==> config.mk <==
export PLATFORM = sky130hd
export DESIGN_NAME = decode_stage
export DESIGN_NICKNAME = d
export VERILOG_FILES = /design/src/rtl/decode_stage.sv
export SDC_FILE = /design/constraint.sdc
export NUM_CORES = 1
export LEC_CHECK = 0
export CORE_AREA = 2 2 285 287
export CTS_CLUSTER_SIZE = 25
export DETAILED_ROUTE_END_ITERATION = 7
export DIE_AREA = 0 0 287 289
export PLACE_DENSITY = 0.4
export SYNTH_ARGS = -nofsm -noshare
export SYNTH_HDL_FRONTEND = slang
export SYNTH_SLANG_ARGS = --single-unit
==> constraint.sdc <==
create_clock -name clk -period 4 [get_ports clk]
set_input_delay 1.2 -clock clk [delete_from_list [all_inputs] [get_ports clk]]
set_output_delay 1.2 -clock clk [all_outputs]
set_load 0.05 [all_outputs]
==> src/rtl/decode_stage.sv <==
// Decode stage: operand resolution with optional forwarding, hazard stall, registered payload.
// Forwarding is compiled in only when DECODE_FWD_EN is defined.
module decode_stage #(
   parameter int unsigned XLEN    = 64,
   parameter int unsigned NUM_FWD = 3
) (
   input  logic                    clk,
   input  logic                    reset,
   input  logic                    in_valid,
   output logic                    in_ready,
   input  logic [31:0]             in_inst,
   input  logic [XLEN-1:0]         in_pc,
   output logic [4:0]              rs1_addr,
   output logic [4:0]              rs2_addr,
   input  logic [XLEN-1:0]         rs1_rdata,
   input  logic [XLEN-1:0]         rs2_rdata,
   input  logic [NUM_FWD-1:0]      fwd_valid,
   input  logic [NUM_FWD*5-1:0]    fwd_addr,
   input  logic [NUM_FWD*XLEN-1:0] fwd_data,
   input  logic [NUM_FWD-1:0]      fwd_data_ok,
   input  logic                    flush,
   output logic                    out_valid,
   input  logic                    out_ready,
   output logic [31:0]             out_inst,
   output logic [XLEN-1:0]         out_pc,
   output logic [4:0]              out_rs1_addr,
   output logic [4:0]              out_rs2_addr,
   output logic [XLEN-1:0]         out_rs1_val,
   output logic [XLEN-1:0]         out_rs2_val,
   output logic [4:0]              out_rd_addr,
   output logic                    out_rd_we,
   output logic [31:0]             stall_count
);

   localparam logic [6:0] OP_STORE  = 7'b0100011;
   localparam logic [6:0] OP_BRANCH = 7'b1100011;

   logic [XLEN-1:0] rs1_val;
   logic [XLEN-1:0] rs2_val;
   logic            rs1_hz;
   logic            rs2_hz;
   logic            hazard;
   logic            capture;
   logic            rd_we;
   logic [4:0]      rd_addr;
   logic [6:0]      opcode;

   assign rs1_addr = in_inst[19:15];
   assign rs2_addr = in_inst[24:20];
   assign rd_addr  = in_inst[11:7];
   assign opcode   = in_inst[6:0];

`ifdef DECODE_FWD_EN
   // Returns {hazard, value}; the first matching channel wins even if its data is not ready.
   function automatic logic [XLEN:0] resolve(
      input logic [4:0]              src,
      input logic [XLEN-1:0]         rdata,
      input logic [NUM_FWD-1:0]      v,
      input logic [NUM_FWD*5-1:0]    a,
      input logic [NUM_FWD*XLEN-1:0] d,
      input logic [NUM_FWD-1:0]      ok
   );
      logic            found;
      logic            hz;
      logic [XLEN-1:0] val;
      found = 1'b0;
      hz    = 1'b0;
      val   = rdata;
      if (src == '0) begin
         val = '0;
      end else begin
         for (int unsigned i = 0; i < NUM_FWD; i++) begin
            if (!found && v[i] && (a[i*5 +: 5] != '0) && (a[i*5 +: 5] == src)) begin
               found = 1'b1;
               val   = d[i*XLEN +: XLEN];
               hz    = !ok[i];
            end
         end
      end
      return {hz, val};
   endfunction

   always_comb begin
      {rs1_hz, rs1_val} = resolve(rs1_addr, rs1_rdata, fwd_valid, fwd_addr, fwd_data, fwd_data_ok);
      {rs2_hz, rs2_val} = resolve(rs2_addr, rs2_rdata, fwd_valid, fwd_addr, fwd_data, fwd_data_ok);
   end
`else
   // Without forwarding any pending writer to a live source blocks issue.
   function automatic logic [XLEN:0] resolve(
      input logic [4:0]           src,
      input logic [XLEN-1:0]      rdata,
      input logic [NUM_FWD-1:0]   v,
      input logic [NUM_FWD*5-1:0] a
   );
      logic            hz;
      logic [XLEN-1:0] val;
      hz  = 1'b0;
      val = rdata;
      if (src == '0) begin
         val = '0;
      end else begin
         for (int unsigned i = 0; i < NUM_FWD; i++) begin
            if (v[i] && (a[i*5 +: 5] != '0) && (a[i*5 +: 5] == src)) begin
               hz = 1'b1;
            end
         end
      end
      return {hz, val};
   endfunction

   logic unused_fwd;
   assign unused_fwd = ^{fwd_data, fwd_data_ok};

   always_comb begin
      {rs1_hz, rs1_val} = resolve(rs1_addr, rs1_rdata, fwd_valid, fwd_addr);
      {rs2_hz, rs2_val} = resolve(rs2_addr, rs2_rdata, fwd_valid, fwd_addr);
   end
`endif

   assign hazard   = in_valid && (rs1_hz || rs2_hz);
   assign in_ready = (!out_valid || out_ready) && !hazard && !flush;
   assign capture  = in_valid && in_ready;
   assign rd_we    = !((opcode == OP_STORE) || (opcode == OP_BRANCH) || (rd_addr == '0));

   always_ff @(posedge clk) begin
      if (reset) begin
         out_valid    <= 1'b0;
         out_inst     <= '0;
         out_pc       <= '0;
         out_rs1_addr <= '0;
         out_rs2_addr <= '0;
         out_rs1_val  <= '0;
         out_rs2_val  <= '0;
         out_rd_addr  <= '0;
         out_rd_we    <= 1'b0;
         stall_count  <= '0;
      end else begin
         if (flush) begin
            out_valid <= 1'b0;
         end else if (capture) begin
            out_valid    <= 1'b1;
            out_inst     <= in_inst;
            out_pc       <= in_pc;
            out_rs1_addr <= rs1_addr;
            out_rs2_addr <= rs2_addr;
            out_rs1_val  <= rs1_val;
            out_rs2_val  <= rs2_val;
            out_rd_addr  <= rd_addr;
            out_rd_we    <= rd_we;
         end else if (out_ready) begin
            out_valid <= 1'b0;
         end
         if (hazard && !flush && (stall_count != '1)) begin
            stall_count <= stall_count + 32'd1;
         end
      end
   end

endmodule

# [After elaboration in Yosys (flattened, before gate mapping)]
# Index checks and enable logic that the tools add are counted.
[word_totals] regBits=273 latch_bits=0 ramBits=0 rom_bits=0 input_bits=442 out_inout_bits=284 word_cells=65 mem_count=0
[op_classes] n_addsub=1 n_mul=0 div_mod_pow=0 n_lt_le_gt_ge=0 n_eq_ne=9 shifts=0 muxes=12 n_bitwise=1 reduce_logical=32
[op_table] op="64-bit two-way mux" count=2
[op_table] op="32-bit by 1-bit adder with 32-bit output (second input constant)" count=1
[op_table] op="32-bit inequality test (second input constant)" count=1
[op_table] op="5-bit == test" count=6
[op_table] op="1-bit logical AND" count=15
[op_table] op="5-bit zero test" count=3
[op_table] op="5-bit nonzero test" count=3
[op_table] op="1-bit two-way mux" count=10
[op_table] op="7-bit by 6-bit == test with 1-bit output (second input constant)" count=1
[op_table] op="7-bit == test (second input constant)" count=1
[op_table] op="1-bit zero test" count=4
[op_table] op="1-bit logical OR" count=4
[op_table] op="2-bit AND reduction" count=1
[op_table] op="2-bit nonzero test" count=1
[op_table] op="2-bit OR reduction" count=1
[op_table] op="1-bit inverter" count=1

# [Depth between registers and ports, before layout]
# Gate-level depths: netlist of run 1.
[logic_depth] ltp_word=14 depth_mapped=11 ltp_nobuf=7

# [Worst setup path before layout of run 1]
# OpenSTA, ideal clock, no wires.
[synth_path] path_kind="input-to-output" from="input fwd_addr[6]" to="output in_ready" arrival_time_ns=3.414 required_time_ns=2.800 path_slack_ns=-0.614 path_stages=5 path_buffers=0 cell_sequence="or4_1 -> o21ai_1 -> nor2_1 -> o31a_1 -> nor3b_1"
[synth_between] elab_chain_len=11 elab_cells_between_ends=17 classes_between="eq/ne: 2; mux: 6; reduce/logical: 9"
[synth_rtl] element="from (decl)" line="18" source="input logic [NUM_FWD*5-1:0] fwd_addr,"
[synth_rtl] element="5-bit nonzero test" line="103" source="if (v[i] && (a[i*5 +: 5] != '0) && (a[i*5 +: 5] == src)) begin"
[synth_rtl] element="1-bit logical AND (2 in a row)" line="103"
[synth_rtl] element="1-bit two-way mux (2 in a row)" line="103"
[synth_rtl] element="1-bit two-way mux" line="99" source="if (src == '0) begin"
[synth_rtl] element="1-bit logical OR *" line="120" source="assign hazard = in_valid && (rs1_hz || rs2_hz);"
[synth_rtl] element="1-bit logical AND *" line="120"
[synth_rtl] element="1-bit zero test *" line="121" source="assign in_ready = (!out_valid || out_ready) && !hazard && !flush;"
[synth_rtl] element="1-bit logical AND * (2 in a row)" line="121"
[synth_rtl] element="to (decl)" line="10" source="output logic in_ready,"
# Mark *: on every way between the ends. The rest lies on a longest branch, timed or not.

# [Final worst setup path of run 1]
[layout_path] from="input fwd_addr[14]" to="output in_ready"
[layout_between] elab_chain_len=10 elab_cells_between_ends=15 classes_between="eq/ne: 2; mux: 4; reduce/logical: 9"
[layout_rtl] element="5-bit nonzero test" line="103"
[layout_rtl] element="1-bit logical AND (2 in a row)" line="103"
[layout_rtl] element="1-bit two-way mux" line="103"
[layout_rtl] element="1-bit two-way mux" line="99"
[layout_rtl] element="1-bit logical OR *" line="120"
[layout_rtl] element="1-bit logical AND *" line="120"
[layout_rtl] element="1-bit zero test *" line="121"
[layout_rtl] element="1-bit logical AND * (2 in a row)" line="121"
# Marked as above.

==> metrics, run 1 <==
WL met3=5.86 mm; fin nets=2288; clock buffer depth=3; Filler cells=8711; WP data required=2800 ps; number of synthesized register bits=258; P per Cell Area=399 nW/µm²; DP Wirelength=37.3 mm; final-report setup violation count=1; P&R area growth vs syn=85.7%; H-tree lvl count=2; initial core utilization=0.131; P_int=0.00540 W; multiplexer share of the synthesized area=0.00203; die area=82900 µm²; final hold vios=0; largest net degree at the start of global routing=81; remaining routing DRC violations=0; EDFF count, synth=0; worst slew pin tran=810 ps; Synth area leader=dfxtp_1; DR top layer=met5; Arr. time, crit path=2850 ps; Max Cap Viol=0; vias in the first global route=roughly 11k; Yosys warnings=0; XOR/XNOR share of the synthesized area=0.0259; WHS=452 ps; most used standard cell by instance count after synthesis=nand2_1; Rel. slew slack=0.460; hold_sp=out_pc[42]$_SDFFE_PP0P_; drt via density=3.84; CP Launch Point=fwd_addr[14]; I/O Buffers=530; total chip power=slightly below 0.008 W; Adder-Cell Fraction of Synth Area=0.00120; Total GRT Usage=0.115; Synth top area share=0.493; Synth Instances=1287; clk_skew=about 21 ps; CP max FO=2; sw power=approximately 0.0023 W; Mapped Avg Cell Area=8.13 µm²; Core Rows=104; gp weighted congestion=0.774; combinational family with the most area after synthesis=simple AND/OR/NAND/NOR gates; drt first pass iters=5; total number of vias=11.3k; top cells by area, synth=dfxtp_1, nand2_1, nand3b_1; Synth Area in Compound Gates=0.0828; DR WL met2=22.6 mm; Antenna Violating Nets Remaining=0; sw frac=0.302; worst setup margin=-51.2 ps; fin. max-slew vios=0; Die Span X=287 µm; final worst path period need=4050 ps; clk root buf=clkbuf_16; layout cells sized above 1=0.135; worst skew pair latency=540 ps; Main synth FF type=dfxtp_1; CTS tree=yes; failing checks=negative setup slack; routed wire length=between 50 and 60 mm; Initial DRC Count=roughly 450; first-pass GRT wire length=72.3 mm; Netlist Area Pre-Place=10500 µm²; Comb pwr share=0.218; Net Count, Synth=about 1.7k; Fmax=about 0.25 GHz; Yosys cell types=36; number of top-level pins=726; CP Class=input pin to output pin; sequential-to-total area share from yosys stat=0.493; fin crit share=1.01; simple-gate share of the synthesized area=0.334; grt total ovfl=0; Leak Pwr=between 7 and 8 nW; CP Capture Type=output pin; Hold Crit Class=flop to flop; Worst VDD drop=between 200 and 250 µV; Core Footprint=roughly 80000 µm²; fin util=0.243; CTS Buf Count=36; RSZ-0062 raised after global routing=true; share of flip-flops with an asynchronous set or reset=0; crit path launch type=input pin; Setup TNS Final=-51.2 ps; Post-synth top cells=nand2_1, dfxtp_1, nand3_1; WL/cell=18.0 µm; clk sink count=approximately 260; Seq pwr share=0.358; Crit Reg-Reg Startpoint=stall_count[7]$_SDFFE_PP0P_; initial antenna violation count=11; CTS Hold Buffers Added=0; Clk pwr share=0.425; M1 wire length=23.3 mm; CTS clk-pin slew, worst paths=50 ps; chip height=289 µm; status=finished, violations left
-- placed cells by master, fill, tap and decap left out, types with 10 or more instances in the layout --
cell type	instances
a21oi_1	122
buf_4	73
nand3b_1	128
nand2_1	331
clkbuf_16	48
dfxtp_1	258
clkdlybuf4s50_1	492
or3_1	27
xor2_1	23
o21ai_0	21
clkbuf_8	11
buf_6	10
nand3_1	141
buf_12	38
nor2_1	15
-- flip-flops by register name (all words and copies together), names as in the netlist --
signal / cells
out_pc: 64
out_valid: 1
out_inst: 32
out_rs2_val: 64
out_rs1_val: 64
out_rd_we: 1
stall_count: 32
-- area by class of cell --
cell class                      instances  area (µm²)  area share
Clock inverter                          9        96.3     0.00496
Tap cell                             1060        1330      0.0682
Antenna cell                            7        17.5    0.000901
Multi-Input combinational cell        898        4900       0.252
Clock buffer                           54        1120      0.0577
Inverter                                1        3.75    0.000193
Sequential cell                       258        5160       0.266
Timing Repair Buffer                  650        6800       0.350
-- cell families (layout without fill, tap and decap cells) --
group,count (synthesis),count (layout)
buffers and inverters,131,714
and+or+nand+nor,697,697
DFF,258,258
adders and majority gates,1,1
xor gates and xnor gates,31,31
muxes,2,2
other,0,7
AOI/OAI and AO/OA,167,167
-- path summary, 6_finish.rpt --
| path | to | slack [ps] | cells past startpoint |
|---|---|---|---|
| max | in_ready | -50 | 8 |
| min | out_pc[42]$_SDFFE_PP0P_ | 450 | 2 |
| max reg2reg | stall_count[28]$_SDFFE_PP0P_ | 1600 | 6 |
| min reg2reg | out_pc[42]$_SDFFE_PP0P_ | 450 | 2 |
-- metal layers --
layer / vias up / global-route usage
li1: 5455 / -
met1: 5324 / 0.146
met4: 6 / 0.0363
met2: 434 / 0.170
met5: - / 0
met3: 56 / 0.0570
-- metrics by stage --
step / instances / area, µm² / worst slack [ps]
6_report: 2937 / 19400 / -51.2
5_1_grt: 2930 / 19400 / -123
4_1_cts: 2910 / 19000 / -101
3_5_place_dp: 2820 / 17500 / -458
3_3_place_gp: 2820 / 17500 / -434
2_1_floorplan: 1287 / 10500 / 17.9
-- what timing repair did --
action                     CTS  global route
buffers inserted            28             9
pin swaps                   19            20
resized for setup           83            51
gates cloned                 0            14
setup endpoints to repair    1           257
-- critical path, cell delays in order --
cell	delay [ps]
buf_6	90
or4_4	520
o21ai_2	140
buf_6	140
nor2_4	40
o31a_1	330
nor3b_4	220
buf_12	170
-- power by group through the flow --
stage,Clock (W),Sequential [W],Combinational [W]
finish,0.00329,0.00277,0.00169
global route,0.00353,0.00278,0.00178
CTS,0.00344,0.00277,0.00164
detailed placement,0,0.00282,0.00161
global placement,0,0.00282,0.00161
floorplan,0,0.00325,0.000394
No activity file was read; power rests on OpenSTA's default activity.
==> inputs of run 2 (changes only) <==
Settings changed: ABC_CLOCK_PERIOD_IN_PS set to 4000.
==> results of run 2 <==
No change in the layout: final DEF, timing and power equal those of run 1.
==> inputs of run 3 (changes only) <==
Settings changed: HOLD_SLACK_MARGIN set to 0.03, SLEW_MARGIN set to 20.
==> results of run 3 <==
No change in the layout: final DEF, timing and power equal those of run 1.
